**config.mk**
```make
export PLATFORM = sky130hd
export DESIGN_NAME = robs_mult_seq
export DESIGN_NICKNAME = d
export VERILOG_FILES = /design/src/rtl/robs_pkg.sv /design/src/rtl/robs_addsub.sv /design/src/rtl/robs_mult_seq.sv
export SDC_FILE = /design/constraint.sdc
export NUM_CORES = 1
export LEC_CHECK = 0
export CORE_MARGIN = 8
export CORE_UTILIZATION = 40
export DETAILED_ROUTE_END_ITERATION = 6
export HOLD_SLACK_MARGIN = 0.08
export PLACE_DENSITY = 0.67
export SYNTH_ARGS = -nofsm -noshare
export SYNTH_HDL_FRONTEND = slang
export SYNTH_SLANG_ARGS = --single-unit
```
**constraint.sdc**
```tcl
create_clock -name clk -period 2.99 [get_ports clk]
set_input_delay 0.598 -clock clk [delete_from_list [all_inputs] [get_ports clk]]
set_output_delay 0.598 -clock clk [all_outputs]
set_load 0.01 [all_outputs]
```
**src/rtl/robs_pkg.sv**
```systemverilog
// Shared types for the Robertson sequential multiplier: FSM state encoding
// and operand-mode constants.
package robs_pkg;

   typedef enum logic [1:0] {
      IDLE = 2'd0,
      RUN  = 2'd1,
      DONE = 2'd2
   } robs_state_t;

   localparam logic ROBS_UNSIGNED = 1'b0;
   localparam logic ROBS_SIGNED   = 1'b1;

endpackage

```
**src/rtl/robs_addsub.sv**
```systemverilog
// (WIDTH+1)-bit combinational adder/subtractor for the Robertson datapath.
// The extra bit carries the sign (signed mode) or the carry (unsigned mode).
module robs_addsub #(
   parameter int WIDTH = 8
) (
   input  logic [WIDTH:0] a,
   input  logic [WIDTH:0] b,
   input  logic           sub,
   output logic [WIDTH:0] s
);

   always_comb begin
      s = sub ? (a - b) : (a + b);
   end

endmodule

```
**src/rtl/robs_mult_seq.sv**
```systemverilog
// Sequential Robertson shift-and-add multiplier with start/done handshake.
// Define ROBS_OVF_EN to add the registered ovf output and its logic.
module robs_mult_seq
   import robs_pkg::*;
#(
   parameter int WIDTH = 8
) (
   input  logic                 clk,
   input  logic                 reset,
   input  logic                 start,
   input  logic                 tc,
   input  logic [WIDTH-1:0]     multiplier,
   input  logic [WIDTH-1:0]     multiplicand,
   output logic                 busy,
   output logic                 done,
`ifdef ROBS_OVF_EN
   output logic                 ovf,
`endif
   output logic [2*WIDTH-1:0]   product
);

   localparam int CW = (WIDTH > 2) ? $clog2(WIDTH) : 1;

   robs_state_t          state_q, state_d;
   logic [WIDTH-1:0]     x_q, x_d;
   logic [WIDTH-1:0]     y_q, y_d;
   logic [WIDTH-1:0]     a_q, a_d;
   logic                 tc_q, tc_d;
   logic [CW-1:0]        cnt_q, cnt_d;
   logic [2*WIDTH-1:0]   product_q, product_d;

   logic [WIDTH:0]       ext_a, ext_y, sum, s;
   logic                 sub;
   logic [2*WIDTH-1:0]   prod_nxt;

   // The multiplier's sign bit carries negative weight, so the last step subtracts.
   assign ext_a    = (tc_q == ROBS_SIGNED) ? {a_q[WIDTH-1], a_q} : {1'b0, a_q};
   assign ext_y    = (tc_q == ROBS_SIGNED) ? {y_q[WIDTH-1], y_q} : {1'b0, y_q};
   assign sub      = x_q[0] & (tc_q == ROBS_SIGNED) & (cnt_q == '0);
   assign s        = x_q[0] ? sum : ext_a;
   assign prod_nxt = {s, x_q[WIDTH-1:1]};

   robs_addsub #(.WIDTH(WIDTH)) u_addsub (
      .a   (ext_a),
      .b   (ext_y),
      .sub (sub),
      .s   (sum)
   );

`ifdef ROBS_OVF_EN
   logic ovf_q, ovf_d, ovf_nxt;

   always_comb begin
      if (tc_q == ROBS_SIGNED)
         ovf_nxt = ~((&prod_nxt[2*WIDTH-1:WIDTH-1]) | ~(|prod_nxt[2*WIDTH-1:WIDTH-1]));
      else
         ovf_nxt = |prod_nxt[2*WIDTH-1:WIDTH];
   end

   always_ff @(posedge clk or negedge reset) begin
      if (!reset) ovf_q <= 1'b0;
      else        ovf_q <= ovf_d;
   end

   assign ovf = ovf_q;
`endif

   always_comb begin
      state_d   = state_q;
      x_d       = x_q;
      y_d       = y_q;
      a_d       = a_q;
      tc_d      = tc_q;
      cnt_d     = cnt_q;
      product_d = product_q;
`ifdef ROBS_OVF_EN
      ovf_d     = ovf_q;
`endif
      case (state_q)
         IDLE, DONE: begin
            if (start) begin
               x_d     = multiplier;
               y_d     = multiplicand;
               tc_d    = tc;
               a_d     = '0;
               cnt_d   = CW'(WIDTH - 1);
               state_d = RUN;
            end else if (state_q == DONE) begin
               state_d = IDLE;
            end
         end
         RUN: begin
            a_d = prod_nxt[2*WIDTH-1:WIDTH];
            x_d = prod_nxt[WIDTH-1:0];
            if (cnt_q == '0) begin
               state_d   = DONE;
               product_d = prod_nxt;
`ifdef ROBS_OVF_EN
               ovf_d     = ovf_nxt;
`endif
            end else begin
               cnt_d = cnt_q - 1'b1;
            end
         end
         default: state_d = IDLE;
      endcase
   end

   always_ff @(posedge clk or negedge reset) begin
      if (!reset) begin
         state_q   <= IDLE;
         x_q       <= '0;
         y_q       <= '0;
         a_q       <= '0;
         tc_q      <= 1'b0;
         cnt_q     <= '0;
         product_q <= '0;
      end else begin
         state_q   <= state_d;
         x_q       <= x_d;
         y_q       <= y_d;
         a_q       <= a_d;
         tc_q      <= tc_d;
         cnt_q     <= cnt_d;
         product_q <= product_d;
      end
   end

   assign busy    = (state_q == RUN);
   assign done    = (state_q == DONE);
   assign product = product_q;

endmodule

```
==> metrics.md <==
| Metric | Value |
|---|---|
| Status | `completed` |
| Port buffer count | `37` |
| Slowest-stage cell, CP | `dfrtp_1` |
| Slew HR | `0.317` |
| Synth top cells by count | `78 x nand2_1, 46 x dfrtp_1, 16 x o21ai_0` |
| Crit-path max cell delay | `0.38 ns` |
| CTS sink count | `46` |
| Post-synth net total | `311` |
| H-Tree Depth | `2` |
| Power density cells | `1260 nW/um^2` |
| Met1 Track Usage GR | `0.173` |
| Achievable Freq | `0.358 GHz` |
| CTS tree | `yes` |
| Lkg Pwr | `1.40 nW` |
| Clk Latency, worst-skew pair | `0.30 ns` |
| WP buf/inv | `2` |
| Top FF cell, synth | `dfrtp_1` |
| Total die area | `8990 sq um` |
| Number of buffers created by CTS | `5` |
| Syn. warnings | `0` |
| Tmin final | `2.79 ns` |
| Total GRT Usage | `0.142` |
| Wirelength per Cell | `14.9 um` |
| Post-route setup TNS | `0 ns` |
| Die height | `94.8 um` |
| Required @ worst endpoint | `3.23 ns` |
| Antenna-violating nets left | `0` |
| Hold Crit Class | `in2async` |
| Final HPWL DP | `4220 um` |
| Skew final | `0.0118 ns` |
| Reg2reg path depth | `13` |
| Internal reg-to-reg setup slack | `0.20 ns` |
| Sequential cell area | `1150 sq um` |
| # diodes | `0` |
| Share of layout cells above drive strength 1 | `0.0854` |
| Vias in the first global route | `2,099` |
| Sequential area share after synthesis | `0.463` |
| Mapped cell area | `2490 sq um` |
| Clk root buf | `clkbuf_8` |
| CP Launch Point | `cnt_q[0]` |
| Reg clk slew, reported paths | `0.09 ns` |
| RD Place Congestion | `0.838` |
| Final hold viol count | `0` |
| Grt met3 use | `0.0413` |
| #FFs+latches synth | `46` |
| Max_cap viols | `0` |
| Footprint of the multi-input gates | `1250 sq um` |
| Final #Nets | `348` |
| Initial antenna violation count | `0` |
| Worst vdd ir | `0.646 mV` |
| Crit end category | `register` |
| Layout Cells excl Fill | `391` |
| # IOs | `38` |
| GRT Max-Usage Layer | `met2` |
| Post-route DRC | `0` |
| Area contributors post-synth | `dfrtp_1 46%, nand2_1 12%, ha_1 5.5%` |
| Most common cell in the synthesized netlist | `nand2_1` |
| Initial DRC count | `104` |
| Library cells used by synthesis | `42` |
| First-pass GRT wire length | `10,100 um` |
| Top Family by Delay on Critical Path | `compound AO/OA/AOI/OAI gates` |
| Worst-path fanout max | `7` |
| Syn Area/Cell | `8.91 sq um` |
| Core area | `5960 sq um` |
| Final setup fails | `0` |
| FF-to-FF End | `a_q[7]` |
| Mapped Cells | `279` |
| Crit share post-route | `0.934` |
| DIE WIDTH | `94.8 um` |
| Fill cells | `593` |
| R2R Path Start | `cnt_q[0]` |
| DR vias | `2,056` |
| Met2 Usage GRT | `0.238` |
| Max Slew Vio Count | `0` |
| Max Buffers Root-to-Sink | `2` |
| Hold Buf Count CTS | `0` |
| Synth top area share | `0.463` |
| # rows | `28` |
| Grt total ovfl | `0` |
| Area Overhead vs Synth | `21.9%` |
| Cell chain of the critical path | `inv_2, ha_2, and4b_1, buf_4, a21oi_1, xnor2_1, ha_1, a21o_1, a31o_2, a21oi_2, xnor2_2, or3_1, nand3_1` |
| WP depth | `13` |
| EDFF count, synth | `0` |
| Worst-Margin Slew | `1.02 ns` |
| Worst setup path class | `reg2reg` |
| Placed cell count | `384` |
| Cell taking the most area after synthesis | `dfrtp_1` |
| Pin count of the biggest net entering global routing | `47` |
| Final WL | `5830 um` |
| Initial Util | `0.417` |
| Critical path startpoint category | `register` |
| Routed vias/inst | `5.26` |
| First-pass iteration count of the detailed router | `4` |
| FFs w/ async S/R, synth | `1.00` |
| WP data arrival | `3.04 ns` |
-- per-layer routing --
| metal | wire length [um] | up-vias |
|---|---|---|
| met5 | 0 | - |
| met4 | 59 | 0 |
| met3 | 324 | 6 |
| met2 | 2890 | 44 |
| met1 | 2560 | 977 |
| li1 | - | 1029 |
-- sequential cells by signal, summed over array words and instances, names as in the netlist --
| signal | cells |
|---|---|
| a_q | 8 |
| cnt_q | 3 |
| product | 16 |
| state_q | 2 |
| tc_q | 1 |
| x_q | 8 |
| y_q | 8 |
-- worst max-delay path by stage --
stage                       end  slack, ns
floorplan                a_q[7]       0.23
global placement    product[15]       0.19
detailed placement  product[15]       0.08
CTS                 product[15]       0.08
global route             a_q[7]     -0.008
finish                   a_q[7]       0.20
-- worst reg2reg max path: cells and delay by family, from the launching register on --
| kind | cells | cell delay, ns |
|---|---|---|
| and+or+nand+nor | 3 | 0.64 |
| xor gates and xnor gates | 2 | 0.31 |
| AOI/OAI and AO/OA | 4 | 0.65 |
| buffers and inverters | 2 | 0.25 |
| DFF | 1 | 0.38 |
| adders and majority gates | 2 | 0.51 |
-- timing repair --
action | in CTS | in global routing
gates resized for setup | 0 | 6
setup buffers | 0 | 0
setup endpoints to repair | 0 | 6
hold endpoints to repair | 0 | 0
-- layout make-up --
| cell class | instances | area share |
|---|---|---|
| Timing Repair Buffer | 43 | 0.135 |
| Clock inverter | 1 | 0.00248 |
| Multi-Input combinational cell | 209 | 0.414 |
| Sequential cell | 46 | 0.380 |
| Tap cell | 75 | 0.0310 |
| Clock buffer | 6 | 0.0239 |
| Inverter | 11 | 0.0136 |
-- power breakdown --
part,switching (mW),internal (mW),leakage [nW]
logic,1.24,1.03,0.797
registers,0.235,0.928,0.564
clock network,0.211,0.161,0.0373
-- logic make-up after synthesis --
kind of cell             count (synthesis)  synth area share
adder cells (fa/ha/maj)                 12            0.0634
flip-flops                              46             0.463
AO/OA/AOI/OAI                           56             0.143
AND/OR/NAND/NOR                        122             0.219
multiplexers                             7            0.0297
buffers and inverters                   24            0.0393
XOR/XNOR                                12            0.0423
-- layout by cell type (no fill, tap or decap), drive strengths merged, types with 10 or more instances in the layout --
cell / count
a21oi: 12
ha: 11
dfrtp: 46
nand2: 78
clkdlybuf4s50: 36
o21ai: 18
inv: 11
nor2: 13
xnor2: 10
-- stage by stage --
step	hold slack [ns]	power, mW	setup slack [ns]	util	area, sq um
global route	0.506	4.20	-0.00769	0.509	3030
detailed placement	0.463	3.41	0.0754	0.493	2930
global placement	0.461	3.35	0.189	0.493	2930
floorplan	0.302	2.69	0.226	-	2490
CTS	0.484	3.80	0.0757	0.506	3010
finish	0.463	3.81	0.196	0.509	3030
Note: power is estimated with default switching activity, not from simulation.
